--- config.mk ---
export PLATFORM = sky130hd
export DESIGN_NAME = logic_unit_arbiter
export DESIGN_NICKNAME = d
export VERILOG_FILES = /design/src/rtl/logic_unit_arbiter.sv
export SDC_FILE = /design/constraint.sdc
export NUM_CORES = 1
export LEC_CHECK = 0
export CAP_MARGIN = 30
export CORE_UTILIZATION = 39
export DETAILED_ROUTE_END_ITERATION = 7
export GPL_TIMING_DRIVEN = 0
export PLACE_DENSITY = 0.92
export SYNTH_ARGS = -nofsm -noshare
export SYNTH_HDL_FRONTEND = slang
export SYNTH_SLANG_ARGS = --single-unit
--- constraint.sdc ---
create_clock -name clk -period 3.4 [get_ports clk]
set_input_delay 0.68 -clock clk [delete_from_list [all_inputs] [get_ports clk]]
set_output_delay 0.68 -clock clk [all_outputs]
set_load 0.02 [all_outputs]
--- src/rtl/logic_unit_arbiter.sv ---
// logic_unit_arbiter
// Shares one combinational 16-bit logic/compare unit between two requesters.
// Round-robin grant in IDLE, one operation in flight (IDLE -> EXEC -> RESP),
// and the result is held in registers until the consumer takes it.
module logic_unit_arbiter #(
   parameter int WIDTH = 16,
   parameter int OPW   = 4
) (
   input  logic             clk,
   input  logic             rst,
   input  logic             r0_valid,
   output logic             r0_ready,
   input  logic [WIDTH-1:0] r0_op1,
   input  logic [WIDTH-1:0] r0_op2,
   input  logic [OPW-1:0]   r0_opcode,
   input  logic             r1_valid,
   output logic             r1_ready,
   input  logic [WIDTH-1:0] r1_op1,
   input  logic [WIDTH-1:0] r1_op2,
   input  logic [OPW-1:0]   r1_opcode,
   output logic [WIDTH-1:0] lu_op1,
   output logic [WIDTH-1:0] lu_op2,
   output logic [OPW-1:0]   lu_opcode,
   input  logic [WIDTH-1:0] lu_out,
   input  logic [4:0]       lu_flags,
   output logic             rsp_valid,
   input  logic             rsp_ready,
   output logic             rsp_id,
   output logic [WIDTH-1:0] rsp_data,
   output logic [4:0]       rsp_flags,
   output logic             rsp_err,
   output logic             busy,
   output logic [15:0]      op_count
);

   localparam logic [1:0] ST_IDLE = 2'd0;
   localparam logic [1:0] ST_EXEC = 2'd1;
   localparam logic [1:0] ST_RESP = 2'd2;

   // The unit only defines opcodes 0100..1010; anything else is flagged.
   function automatic logic opcode_err(input logic [OPW-1:0] opc);
      return (opc < OPW'(4'b0100)) || (opc > OPW'(4'b1010));
   endfunction

   logic [1:0]       state_r;
   logic             last_grant_r;
   logic             req_id_r;
   logic [WIDTH-1:0] lu_op1_r;
   logic [WIDTH-1:0] lu_op2_r;
   logic [OPW-1:0]   lu_opcode_r;
   logic             rsp_id_r;
   logic [WIDTH-1:0] rsp_data_r;
   logic [4:0]       rsp_flags_r;
   logic             rsp_err_r;
   logic [15:0]      op_count_r;
   logic             grant_s;
   logic             grant_id_s;

   // Round-robin pick: a lone requester wins, on contention the one not served last wins.
   always_comb begin
      grant_s    = 1'b0;
      grant_id_s = 1'b0;
      if (state_r == ST_IDLE) begin
         if (r0_valid && r1_valid) begin
            grant_s    = 1'b1;
            grant_id_s = ~last_grant_r;
         end else if (r0_valid) begin
            grant_s    = 1'b1;
            grant_id_s = 1'b0;
         end else if (r1_valid) begin
            grant_s    = 1'b1;
            grant_id_s = 1'b1;
         end else begin
            grant_s    = 1'b0;
            grant_id_s = 1'b0;
         end
      end else begin
         grant_s    = 1'b0;
         grant_id_s = 1'b0;
      end
   end

   assign r0_ready  = grant_s & ~grant_id_s;
   assign r1_ready  = grant_s & grant_id_s;
   assign lu_op1    = lu_op1_r;
   assign lu_op2    = lu_op2_r;
   assign lu_opcode = lu_opcode_r;
   assign rsp_valid = (state_r == ST_RESP);
   assign rsp_id    = rsp_id_r;
   assign rsp_data  = rsp_data_r;
   assign rsp_flags = rsp_flags_r;
   assign rsp_err   = rsp_err_r;
   assign busy      = (state_r != ST_IDLE);
   assign op_count  = op_count_r;

   // Operation sequencer: capture on accept, latch the unit result, hold until consumed.
   always_ff @(posedge clk or posedge rst) begin
      if (rst) begin
         state_r      <= ST_IDLE;
         last_grant_r <= 1'b1;
         req_id_r     <= 1'b0;
         lu_op1_r     <= '0;
         lu_op2_r     <= '0;
         lu_opcode_r  <= '0;
         rsp_id_r     <= 1'b0;
         rsp_data_r   <= '0;
         rsp_flags_r  <= 5'b00000;
         rsp_err_r    <= 1'b0;
         op_count_r   <= 16'h0000;
      end else begin
         case (state_r)
            ST_IDLE: begin
               if (grant_s) begin
                  lu_op1_r     <= grant_id_s ? r1_op1    : r0_op1;
                  lu_op2_r     <= grant_id_s ? r1_op2    : r0_op2;
                  lu_opcode_r  <= grant_id_s ? r1_opcode : r0_opcode;
                  req_id_r     <= grant_id_s;
                  last_grant_r <= grant_id_s;
                  state_r      <= ST_EXEC;
               end else begin
                  state_r <= ST_IDLE;
               end
            end
            ST_EXEC: begin
               rsp_data_r  <= lu_out;
               rsp_flags_r <= lu_flags;
               rsp_id_r    <= req_id_r;
               rsp_err_r   <= opcode_err(lu_opcode_r);
               state_r     <= ST_RESP;
            end
            ST_RESP: begin
               if (rsp_ready) begin
                  op_count_r <= op_count_r + 16'd1;
                  state_r    <= ST_IDLE;
               end else begin
                  state_r <= ST_RESP;
               end
            end
            default: begin
               state_r <= ST_IDLE;
            end
         endcase
      end
   end

endmodule

==> results.cfg <==
[worst_setup_path]
critical_path.startpoint_type = input port
crit_path_cell_trace = clkdlybuf4s50_1 > and3_4 > clkbuf_1 > clkdlybuf4s50_1
crit_arrival_ns = 2.53
setup.worst_path.end_class = output pin
crit_fanout = 10
critical_path.slowest_cell = sky130_fd_sc_hd__clkdlybuf4s50_1
crit_path_frequent_cell = sky130_fd_sc_hd__clkdlybuf4s50_1
slowest_stage_delay_on_critical_path_ns = 0.72
worst-setup-path-type = in -> out
r2r_start = state_r[1]
worst_r2r_path_depth = 5
crit_required_ns = 2.72
worst_r2r_setup_slack_ns = 1.73
ff_to_ff_end = lu_op2[9]

[floorplan]
pin_count = 177
die_x_um = 93.6
fp.dieArea_mm2 = 0.00875
core_region_area_mm2 = 0.00818
rows = 33
dieHeight_um = 93.6
initial_utilization = 0.400

[placed_design]
place_worst_setup_slack_ns = 0.226
port_buffers = 176
placedCellCount = 532
dpl.hpwl_um = 7000
placedInstanceArea_mm2 = 0.00518
gp_routability_congestion = 0.753

[sta]
timing.final.crit_period_ns = 3.21
finalCritPeriodShare = 0.944
worst_slew_pin_slew_ns = 0.518
fmax_mhz = 312
post-route-worst-setup-slack_ns = 0.190
setup-tns-final_ns = 0
report.final.hold_viol_count = 0
slew_viol_final = 0
worst_hold_slack_ns = 0.476
worst_clock_skew_ns = 0.0157
setup_viol_count_final = 0
rsz0062_at_grt = no
relSlewSlack = 0.655

[finish]
area.sequential_mm2 = 0.00198
fin_util = 0.663
flow.area_growth_from_synthesis_pct = 65.7
num-fill-cells = 640
antennaDiodeCount = 0
finalNonFillerCells = 548
finish.instance_area_mm2 = 0.00542
finish.net_count = 537
drive_above_1_share = 0.138
multi_input_comb_area_mm2 = 0.00104

[synthesis]
synth-seq-area-share = 0.605
synthCells = 250
synthesis.nets = 349
synth_cell_type_count = 32
synth-seq-cells = 79
synth.avg_cell_area_um2 = 13.1
ys.warnings.count = 0
netlist_area_mm2 = 0.00327

[drt]
drtPass1Iterations = 8
avgViaCountPerCell = 4.99
detail_route.iter0.violations = 190
detailed_route_wire_length_um = 9090
ant_nets = 0
vias = 2734
post_drt_wl_per_cell_um = 16.6
drcViolationCount = 0

[run_status]
run_status = finished clean

[power]
pwr_density_cell_mw_per_mm2 = 895
total_power_mw = 4.85
power.leakage_nw = 2.49
vdd.ir_drop.worst_v = 0.000552

[clock_network]
clk_pin_slew_worst_paths_ns = 0.07
ctsHtreeMaxLevel = 3
cts-root-to-sink-buffers = 2
post_cts_resize_count = 0
root_buffer = sky130_fd_sc_hd__clkbuf_8
post_cts_buffers = 0
ctsHoldBuffers = 0
tritoncts = yes
clock_latency_ns = 0.34
cts_sinks = 79
numCtsBuffers = 9

[grt]
grt_pass1_vias = 2817
maximum_number_of_pins_on_one_net_before_global_route_repair = 41
number_of_antenna_violations_at_the_first_check_in_global_routing = 0
grt.overflow.total = 0
wire_length_of_the_first_global_routing_pass_um = 14000
grt_use_total = 0.213

[flow_run]
timing.max_cap.violations = 0

[hold_path]
min_from = req_id_r
min_to = req_id_r
whs_path_depth = 1
min-delay-path-class = reg -> reg
## worst max-delay path by stage
stage | start | to | slack [ns] | cells past startpoint
floorplan | rst | lu_op1[0] | 0.70 | 1
global placement | rst | lu_op2[6] | -0.48 | 2
detailed placement | r1_valid | r1_ready | 0.23 | 4
CTS | r1_valid | r1_ready | 0.22 | 4
global route | r0_valid | r1_ready | 0.14 | 5
finish | r1_valid | r1_ready | 0.19 | 4
## final cells by class
cell class	count	share of cell area
plain buffers	15	0.0171
clock buffers	12	0.0249
clock inverters	4	0.0180
inverters	41	0.0289
multi-input cells	115	0.193
flip-flops and latches	79	0.365
well taps	105	0.0242
repair buffers	177	0.329
## power by group
part	leakage (nW)	switching [mW]	internal (mW)
combinational	1.40	1.19	1.25
clock	0.111	0.322	0.489
sequential	0.978	0.258	1.35
total	2.49	1.76	3.08
## synth_stat cells
| cell type | count | area [um2] |
|---|---|---|
| sky130_fd_sc_hd__dfrtp_1 | 78 | 1950 |
| sky130_fd_sc_hd__nand2b_1 | 2 | 12.5 |
| sky130_fd_sc_hd__nor4b_4 | 1 | 23.8 |
| sky130_fd_sc_hd__nor2_1 | 3 | 11.3 |
| sky130_fd_sc_hd__nor4_4 | 1 | 21.3 |
| sky130_fd_sc_hd__nand4_1 | 2 | 12.5 |
| sky130_fd_sc_hd__inv_1 | 40 | 150 |
| sky130_fd_sc_hd__buf_6 | 3 | 33.8 |
| sky130_fd_sc_hd__ha_1 | 1 | 12.5 |
| sky130_fd_sc_hd__inv_2 | 1 | 3.75 |
| sky130_fd_sc_hd__a21oi_1 | 1 | 5.00 |
| sky130_fd_sc_hd__and3_1 | 3 | 18.8 |
| sky130_fd_sc_hd__a222oi_1 | 36 | 360 |
| sky130_fd_sc_hd__buf_2 | 8 | 40.0 |
| sky130_fd_sc_hd__mux2_2 | 24 | 270 |
| sky130_fd_sc_hd__nand2b_4 | 1 | 13.8 |
| sky130_fd_sc_hd__nand2_1 | 9 | 33.8 |
| sky130_fd_sc_hd__xnor2_1 | 8 | 70.1 |
| sky130_fd_sc_hd__xor2_1 | 7 | 61.3 |
| sky130_fd_sc_hd__and4_4 | 1 | 11.3 |
| sky130_fd_sc_hd__and3_4 | 1 | 11.3 |
| sky130_fd_sc_hd__a21o_1 | 2 | 15.0 |
| sky130_fd_sc_hd__nor2_2 | 1 | 6.26 |
| sky130_fd_sc_hd__nand3_1 | 4 | 20.0 |
| sky130_fd_sc_hd__buf_4 | 1 | 7.51 |
| sky130_fd_sc_hd__and2_2 | 1 | 7.51 |
| sky130_fd_sc_hd__nand4_4 | 1 | 21.3 |
| sky130_fd_sc_hd__o21ai_0 | 2 | 10.0 |
| sky130_fd_sc_hd__o21ai_1 | 1 | 5.00 |
| sky130_fd_sc_hd__nor3_1 | 2 | 10.0 |
| sky130_fd_sc_hd__clkbuf_1 | 3 | 11.3 |
| sky130_fd_sc_hd__dfstp_2 | 1 | 26.3 |
## logic make-up after synthesis
kind of cell,Yosys count,synth area share
XOR/XNOR,15,0.0402
flip-flops,79,0.605
AO/OA/AOI/OAI,42,0.121
adder cells (fa/ha/maj),1,0.00383
multiplexers,24,0.0827
buffers and inverters,56,0.0754
AND/OR/NAND/NOR,33,0.0719
## routing by layer
metal,wire length (um),GRT usage
met4,114,0.0731
met5,0,0
met1,3590,0.260
met2,4720,0.374
met3,672,0.0455
## state kept, by name, summed over array words and instances, names as in the netlist
| register | count |
|---|---|
| last_grant_r | 1 |
| lu_op1 | 16 |
| lu_op2 | 16 |
| lu_opcode | 4 |
| op_count | 16 |
| req_id_r | 1 |
| rsp_data | 16 |
| rsp_err | 1 |
| rsp_flags | 5 |
| rsp_id | 1 |
| state_r | 2 |
## worst max-delay path, delay by kind of cell
| family | cells | cell delay, ns |
|---|---|---|
| simple gates | 1 | 0.20 |
| buf+inv | 3 | 1.64 |
## cells in the final DEF (no fill, tap or decap), types with 4 or more instances in the layout
cell	n
sky130_fd_sc_hd__a222oi_1	36
sky130_fd_sc_hd__clkbuf_8	9
sky130_fd_sc_hd__nand3_1	4
sky130_fd_sc_hd__nand2_1	9
sky130_fd_sc_hd__clkdlybuf4s50_1	176
sky130_fd_sc_hd__xnor2_1	8
sky130_fd_sc_hd__clkbuf_1	6
sky130_fd_sc_hd__mux2_2	24
sky130_fd_sc_hd__buf_2	8
sky130_fd_sc_hd__inv_1	39
sky130_fd_sc_hd__xor2_1	7
sky130_fd_sc_hd__dfrtp_1	78
Note: power is estimated with default switching activity, not from simulation.
